[config.mk]
export PLATFORM = sky130hd
export DESIGN_NAME = ttl245_bus_controller
export DESIGN_NICKNAME = d
export VERILOG_FILES = /design/src/rtl/ttl_bus_pkg.sv /design/src/rtl/ttl_bus_delay_counter.sv /design/src/rtl/ttl245_bus_controller.sv
export SDC_FILE = /design/constraint.sdc
export NUM_CORES = 1
export LEC_CHECK = 0
export CAP_MARGIN = 0
export CORE_MARGIN = 5
export CORE_UTILIZATION = 44
export CTS_BUF_LIST = sky130_fd_sc_hd__clkbuf_8
export CTS_CLUSTER_DIAMETER = 100
export DETAILED_ROUTE_END_ITERATION = 7
export PLACE_DENSITY = 0.82
export SLEW_MARGIN = 10
export SYNTH_ARGS = -nofsm -noshare
export SYNTH_HDL_FRONTEND = slang
export SYNTH_SLANG_ARGS = --single-unit
[constraint.sdc]
create_clock -name clk -period 1.75 [get_ports clk]
set_input_delay 0.525 -clock clk [delete_from_list [all_inputs] [get_ports clk]]
set_output_delay 0.525 -clock clk [all_outputs]
set_load 0.02 [all_outputs]
[src/rtl/ttl_bus_pkg.sv]
// Shared types and constants for the 245 bus controller.
// Optional feature macro used by the controller: TTL245_READBACK_CHECK_EN.
package ttl_bus_pkg;

    typedef enum logic [2:0] {
        ST_IDLE,
        ST_TURN,
        ST_SETUP,
        ST_ACTIVE,
        ST_RECOVER
    } state_e;

    localparam logic DIR_A_TO_B  = 1'b1;
    localparam logic DIR_B_TO_A  = 1'b0;
    localparam logic OE_ENABLED  = 1'b0;
    localparam logic OE_DISABLED = 1'b1;

    // Counter width able to hold (max(a, b) - 1), never narrower than one bit.
    function automatic int cnt_width(input int a, input int b);
        int m;
        m = (a > b) ? a : b;
        return (m < 2) ? 1 : $clog2(m);
    endfunction

endpackage

[src/rtl/ttl_bus_delay_counter.sv]
// Loadable down-counter with a zero flag; times both the turnaround and the
// enable windows of the bus controller.
module ttl_bus_delay_counter #(
    parameter int W = 2
) (
    input  logic         clk,
    input  logic         reset,
    input  logic         load_i,
    input  logic [W-1:0] load_val_i,
    output logic         zero_o
);

    logic [W-1:0] cnt_q, cnt_d;

    // NOTE: every signal written in always_comb is given a default first,
    // so no path leaves it unassigned and no latch is inferred.
    always_comb begin
        cnt_d = cnt_q;
        if (load_i) begin
            cnt_d = load_val_i;
        end else if (cnt_q != '0) begin
            cnt_d = cnt_q - W'(1);
        end
    end

    // NOTE: sequential state uses non-blocking assignments so every register
    // samples its inputs from before the edge, independent of block order.
    always_ff @(posedge clk or posedge reset) begin
        if (reset) begin
            cnt_q <= '0;
        end else begin
            cnt_q <= cnt_d;
        end
    end

    assign zero_o = (cnt_q == '0);

endmodule

[src/rtl/ttl245_bus_controller.sv]
// A-side initiator for a 245 transceiver: sequences DIR / OE_n / local driver
// with break-before-make. Define TTL245_READBACK_CHECK_EN for write readback checking.
module ttl245_bus_controller
    import ttl_bus_pkg::*;
#(
    parameter int WIDTH             = 8,
    parameter int TURNAROUND_CYCLES = 1,
    parameter int ENABLE_CYCLES     = 2
) (
    input  logic             clk,
    input  logic             reset,
    input  logic             req,
    input  logic             wr,
    input  logic [WIDTH-1:0] wr_data,
    output logic             ready,
    output logic             done,
    output logic [WIDTH-1:0] rd_data,
    output logic             err,
    output logic [WIDTH-1:0] a_out,
    output logic             a_oe,
    input  logic [WIDTH-1:0] a_in,
    output logic             dir,
    output logic             oe_n
);

    localparam int CNT_W = cnt_width(TURNAROUND_CYCLES, ENABLE_CYCLES);
    localparam logic [CNT_W-1:0] TURN_LOAD =
        CNT_W'((TURNAROUND_CYCLES > 0) ? TURNAROUND_CYCLES - 1 : 0);
    localparam logic [CNT_W-1:0] ACT_LOAD = CNT_W'(ENABLE_CYCLES - 1);

    state_e             state_q, state_d;
    logic               wr_q, wr_d;
    logic               dir_q, dir_d;
    logic [WIDTH-1:0]   a_out_q, a_out_d;
    logic [WIDTH-1:0]   rd_data_q, rd_data_d;
    logic               oe_n_q, a_oe_q, done_q, ready_q;
    logic               cnt_load;
    logic [CNT_W-1:0]   cnt_load_val;
    logic               cnt_zero;

    ttl_bus_delay_counter #(.W(CNT_W)) u_delay (
        .clk        (clk),
        .reset      (reset),
        .load_i     (cnt_load),
        .load_val_i (cnt_load_val),
        .zero_o     (cnt_zero)
    );

    always_comb begin
        state_d      = state_q;
        wr_d         = wr_q;
        dir_d        = dir_q;
        a_out_d      = a_out_q;
        rd_data_d    = rd_data_q;
        cnt_load     = 1'b0;
        cnt_load_val = TURN_LOAD;
        unique case (state_q)
            ST_IDLE: begin
                if (req) begin
                    wr_d    = wr;
                    a_out_d = wr_data;
                    state_d = ST_SETUP;
                    // DIR flips here, while OE_n is still high from IDLE.
                    if (wr != dir_q) begin
                        dir_d = wr;
                        if (TURNAROUND_CYCLES > 0) begin
                            state_d  = ST_TURN;
                            cnt_load = 1'b1;
                        end
                    end
                end
            end
            ST_TURN: begin
                if (cnt_zero) state_d = ST_SETUP;
            end
            ST_SETUP: begin
                state_d      = ST_ACTIVE;
                cnt_load     = 1'b1;
                cnt_load_val = ACT_LOAD;
            end
            ST_ACTIVE: begin
                if (cnt_zero) begin
                    state_d = ST_RECOVER;
                    if (wr_q == DIR_B_TO_A) rd_data_d = a_in;
                end
            end
            ST_RECOVER: state_d = ST_IDLE;
            default:    state_d = ST_IDLE;
        endcase
    end

    // Outputs are decoded from the next state so they are registered yet
    // aligned with the state they belong to.
    always_ff @(posedge clk or posedge reset) begin
        if (reset) begin
            state_q   <= ST_IDLE;
            wr_q      <= 1'b0;
            dir_q     <= DIR_B_TO_A;
            a_out_q   <= '0;
            rd_data_q <= '0;
            oe_n_q    <= OE_DISABLED;
            a_oe_q    <= 1'b0;
            done_q    <= 1'b0;
            ready_q   <= 1'b1;
        end else begin
            state_q   <= state_d;
            wr_q      <= wr_d;
            dir_q     <= dir_d;
            a_out_q   <= a_out_d;
            rd_data_q <= rd_data_d;
            oe_n_q    <= (state_d == ST_ACTIVE) ? OE_ENABLED : OE_DISABLED;
            a_oe_q    <= wr_d && (state_d inside {ST_SETUP, ST_ACTIVE, ST_RECOVER});
            done_q    <= (state_d == ST_RECOVER);
            ready_q   <= (state_d == ST_IDLE);
        end
    end

`ifdef TTL245_READBACK_CHECK_EN
    logic err_q;
    logic accept;
    logic check_now;

    assign accept    = (state_q == ST_IDLE) && req;
    assign check_now = (state_q == ST_ACTIVE) && cnt_zero && (wr_q == DIR_A_TO_B);

    always_ff @(posedge clk or posedge reset) begin
        if (reset) begin
            err_q <= 1'b0;
        end else if (accept) begin
            err_q <= 1'b0;
        end else if (check_now && (a_in != a_out_q)) begin
            err_q <= 1'b1;
        end
    end

    assign err = err_q;
`else
    assign err = 1'b0;
`endif

    assign ready   = ready_q;
    assign done    = done_q;
    assign rd_data = rd_data_q;
    assign a_out   = a_out_q;
    assign a_oe    = a_oe_q;
    assign dir     = dir_q;
    assign oe_n    = oe_n_q;

endmodule

; Word level (Yosys, flattened, before mapping)
; Cells that the tools add are included.
[op_classes]
mux = 14
addsub = 1
reduce_logical = 7
bitwise_logic = 2
eq_ne = 7
[op_table]
columns = operator, n
row1 = $eq A3 B2 Y1 const B, 4
row2 = $pmux W3 S4, 1
row3 = $mux W3, 3
row4 = $mux W1, 8
row5 = $logic_not A3 Y1, 2
row6 = $reduce_and A3 Y1, 2
row7 = $eq A3 B1 Y1 const B, 1
row8 = $eq A3 B3 Y1 const B, 1
row9 = $reduce_bool A3 Y1, 1
row10 = $mux W2, 1
row11 = $not A1 Y1, 2
row12 = $pmux W1 S2, 1
row13 = $reduce_and A2 Y1, 1
row14 = $logic_and A1 B1 Y1, 1
row15 = $ne A1 B1 Y1, 1
row16 = $sub A1 B1 Y1 const B, 1
[word_totals]
in_bits = 20
elab_cells = 41
output_inout_bits = 22
register_bits = 26

; Longest topological paths before layout
[logic_depth]
word_depth = 7
mapped_depth = 4
mapped_depth_nobuf = 3

; By module
; Synthesis repeated with hierarchy kept, for this count alone.
[hier_totals]
hier_cells = 76
area_unflattened_um2 = 1058.5
[modules_own_cells]
columns = module, cells_per_inst, n_inst, area_per_inst_um2
row1 = ttl245_bus_controller, 72, 1, 1019.7
row2 = ttl_bus_delay_counter, 4, 1, 38.8

; Worst setup path after synthesis
; OpenSTA, ideal clock, no wires.
[synth_path]
path_type = flip-flop to flip-flop
from = reg state_q[1]
to = reg a_out_q[0] (netlist: a_out[0])
t_required_ns = 1.625
arrival_time_ns = 1.274
setup_time_ns = 0.125
synth_period_minus_slack_ns = 1.399
stages_incl_launch_ff = 4
slack_ns = 0.351
path_cell_list = dfrtp_1 nor4b_2 buf_2 mux2_2
[synth_via]
elab_chain_cells = 2
[synth_lines]
columns = item, line
row1 = start: declaration, ttl245_bus_controller.sv:31  ; state_e state_q, state_d;
row2 = start signal: assignment, ttl245_bus_controller.sv:106  ; state_q <= state_d;
row3 = $logic_not A3 Y1, ttl245_bus_controller.sv:57  ; unique case (state_q)
row4 = $reduce_and A2 Y1 (no line), n/a
row5 = end signal: assignment, ttl245_bus_controller.sv:109  ; a_out_q <= a_out_d;
row6 = end: declaration, ttl245_bus_controller.sv:34  ; logic [WIDTH-1:0] a_out_q, a_out_d;
; Every way passes these cells.
; A chain may end at the register's enable or synchronous reset.

; Worst setup path in the final report
[layout_path]
from = reg a_oe_q (netlist: a_oe)
to = out a_oe
[layout_lines]
columns = item, line
row1 = start: declaration, ttl245_bus_controller.sv:36  ; logic oe_n_q, a_oe_q, done_q, ready_q;
row2 = start signal: assignment, ttl245_bus_controller.sv:112  ; a_oe_q <= wr_d && (state_d inside {ST_SETUP, ST_ACTIVE, ST_RECOVER});
row3 = end: declaration, ttl245_bus_controller.sv:20  ; output logic a_oe,
; No word-level cell between the ends.

==> impl_metrics.csv <==
group,metric,value,unit
power,p_sw_share,38.07,%
floorplanning,dieArea,0.003408,sq mm
power,power_switching,0.001051,W
cts,cts_buffers,3,
placement,gp_congestion,0.6590,
routing,via_per_inst,4.884,
power,p_seq_share,40.5,%
yosys,synth.most_common_cell,"dfrtp_1",
yosys,synth_common_cells,"dfrtp_1, mux2_2, nor2_1",
routing,drt_first_pass_iters,5,
grt,grt_util_all_layers,13.54,%
yosys,synth_flop_cell,"dfrtp_1",
critical_path,cp.required,1.22,ns
routing,vias,713,
timing,whs,0.5095,ns
power,leakage,0.7051,nW
grt,grt_max_degree,27,
placement,dp.final_hpwl,1586,microns
grt,grt_pass1_vias,760,
grt,antenna_found_initial,0,
yosys,synth-simple-area-share,10.94,%
critical_path,crit_path_end_kind,"primary output",
floorplanning,ios,42,
floorplanning,die_w,58.38,microns
yosys,synth_xor_area_share,1.701,%
power,clockPowerShare,12.0,%
critical_path,path_delay_family,"buffers and inverters",
timing,fin_ws,0.03396,ns
yosys,synth-edff-count,0,
status,status,"complete, no violations",
timing,fmax,582.7,MHz
placement,placedInstanceArea,0.001475,sq mm
cts,cts_setup_buffers,0,
routing,routedWlPerCell,14.28,microns
final_layout,regArea,653.1,sq um
floorplanning,start_util,46.11,%
power,peakVddDrop,1.124,mV
yosys,synthesis.area,0.001030,sq mm
placement,dpl_worst_slack,-0.1429,ns
critical_path,critPathBufInv,1,
cts,cts_tree,"built",
cts,clock_latency,0.26,ns
yosys,synth_seq_cells,26,
floorplanning,die_y,58.38,microns
yosys,yosys_warnings,0,
grt,overflow,0,
final_layout,multi_input_area,352.8,sq um
critical_path,crit_type,"flip-flop to primary output",
yosys,yosysTopAreaCellShare,58.32,%
timing,maxSlewViolCount,0,
timing,rsz0062_at_grt,"no",
power,p_comb_share,47.5,%
yosys,syn_avg_cell_area,14.11,sq um
yosys,synth-compound-area-share,3.767,%
cts,ctsHtreeMaxLevel,1,
placement,port_buffers,40,
grt,grt_pass1_wl,3498,microns
routing,drc,0,
critical_path,cp_cell_sequence,"clkdlybuf4s50_1",
final_layout,final_area,0.001503,sq mm
critical_path,critPathMaxFanout,1,
critical_path,slowest_stage,"clkdlybuf4s50_1",
floorplanning,std_cell_rows,17,
cts,root_buffer,"clkbuf_8",
critical_path,crit_arrival,1.19,ns
yosys,synth_top_cell_by_area,"dfrtp_1",
yosys,synth-adder-area-share,0,%
critical_path,max_stage_delay,0.60,ns
cts,clkTransAtPathRegs,0.08,ns
cts,clkSinkCount,26,
final_layout,final_layout_size_suffix_gt1_share,23.73,%
timing,hold_violations,0,
yosys,synth_top_family_by_area,"multiplexers",
timing,fin_skew,0.001545,ns
yosys,synth_mux_area_share,17.50,%
yosys,post_synth_num_cell_types,22,
final_layout,n_antenna_cell,0,
floorplanning,core,0.002233,sq mm
routing,ant_nets,0,
yosys,synth_nets,93,
yosys,ys_seq_area_share,63.43,%
cts,clk_path_buf_depth,2,
routing,drt_iter0_drc,9,
timing,finalCritPeriodShare,98.06,%
final_layout,area_growth_syn_to_layout,45.93,%
yosys,async_reset_ff_share,100.0,%
final_layout,nFillCells,191,
power,p_int,0.001710,W
yosys,yosys-top-cells-area,"dfrtp_1, mux2_2, dfstp_2",
routing,drt-total-wl,2085,microns
critical_path,r2r_setup_slack,0.21,ns
run,max_cap_violations,0,
final_layout,fin_nets,139,
worst_hold_path,min_path_type,"flip-flop to flip-flop",
yosys,synthCells,73,
critical_path,cp-start-kind,"flip-flop",
timing,setup_viol,0,
power,pwr_density_cell,1837,mW/mm^2
timing,layout_min_cycle_time,1.716,ns
power groups by stage:
stage | sequential, W | combinational [W] | clock (W)
6_report | 0.00112 | 0.00131 | 0.000331
5_1_grt | 0.00116 | 0.00142 | 0.000376
4_1_cts | 0.00112 | 0.00134 | 0.000342
3_5_place_dp | 0.00113 | 0.00148 | 0
3_3_place_gp | 0.00113 | 0.00144 | 0
2_1_floorplan | 0.00141 | 0.000549 | 0
state kept, by name, summed over array words and instances (netlist names):
signal	count
a_oe	1
a_out	8
dir	1
done	1
oe_n	1
rd_data	8
ready	1
state_q	3
u_delay.cnt_q	1
wr_q	1
metrics by stage:
step           instances  TNS, ns  power (W)  utilization, %
3_3_place_gp         142   -1.277   0.002572           66.05
6_report             146        0   0.002761           67.28
4_1_cts              146        0   0.002802           67.06
2_1_floorplan         73        0   0.001955               -
3_5_place_dp         142   -1.153   0.002619           66.05
5_1_grt              146        0   0.002966           67.28
per-layer routing:
metal	share of wire, %	up-vias	GRT usage (%)
met3	6.7	6	4.167
met1	44	342	16.78
met5	0	-	0
li1	-	335	-
met2	47	30	20.73
met4	2.5	0	7.947
repair_timing:
| action | in CTS | in global routing |
|---|---|---|
| setup endpoints to repair | 18 | 2 |
| gates resized for setup | 18 | 2 |
| hold buffers | 0 | 0 |
layout by cell type, fill, tap and decap left out, drive strengths merged:
| cell | count |
|---|---|
| a21oi | 2 |
| buf | 3 |
| clkbuf | 3 |
| clkdlybuf4s50 | 20 |
| conb | 1 |
| dfrtp | 24 |
| dfstp | 2 |
| dlygate4sd2 | 18 |
| dlymetal6s2s | 2 |
| inv | 4 |
| mux2 | 16 |
| nand2 | 2 |
| nand2b | 4 |
| nor2 | 5 |
| nor2b | 1 |
| nor3 | 3 |
| nor4b | 1 |
| o21a | 1 |
| o21ai | 1 |
| o21bai | 1 |
| o32ai | 1 |
| or2 | 1 |
| xor2 | 2 |
worst paths after layout:
| kind | startpoint | endpoint | cells after the start |
|---|---|---|---|
| setup reg to reg | state_q[2]$_DFF_PP0_ | rd_data[2]$_DFFE_PP0P_ | 3 |
| max in group asynchronous | reset | oe_n$_DFF_PP1_ | 3 |
| hold / removal | rd_data[3]$_DFFE_PP0P_ | rd_data[3]$_DFFE_PP0P_ | 1 |
| min in group asynchronous | reset | rd_data[6]$_DFFE_PP0P_ | 3 |
| setup / recovery | a_oe$_DFF_PP0_ | a_oe | 1 |
| hold reg to reg | rd_data[3]$_DFFE_PP0P_ | rd_data[3]$_DFFE_PP0P_ | 1 |
logic make-up (layout without fill, tap and decap cells):
| group | after synthesis | count (layout) |
|---|---|---|
| XOR/XNOR | 2 | 2 |
| AND/OR/NAND/NOR | 17 | 17 |
| AO/OA/AOI/OAI | 6 | 6 |
| flip-flops | 26 | 26 |
| multiplexers | 16 | 16 |
| other | 1 | 1 |
| buffers and inverters | 5 | 50 |
cell type report:
cell class	instances	area share [%]
clock buffers	3	2.748
clock inverters	1	0.2498
inverters	3	0.7494
multi-input cells	42	23.48
flip-flops and latches	26	43.46
well taps	28	2.331
repair buffers	43	26.98
Power figures use the tool's default switching activity.
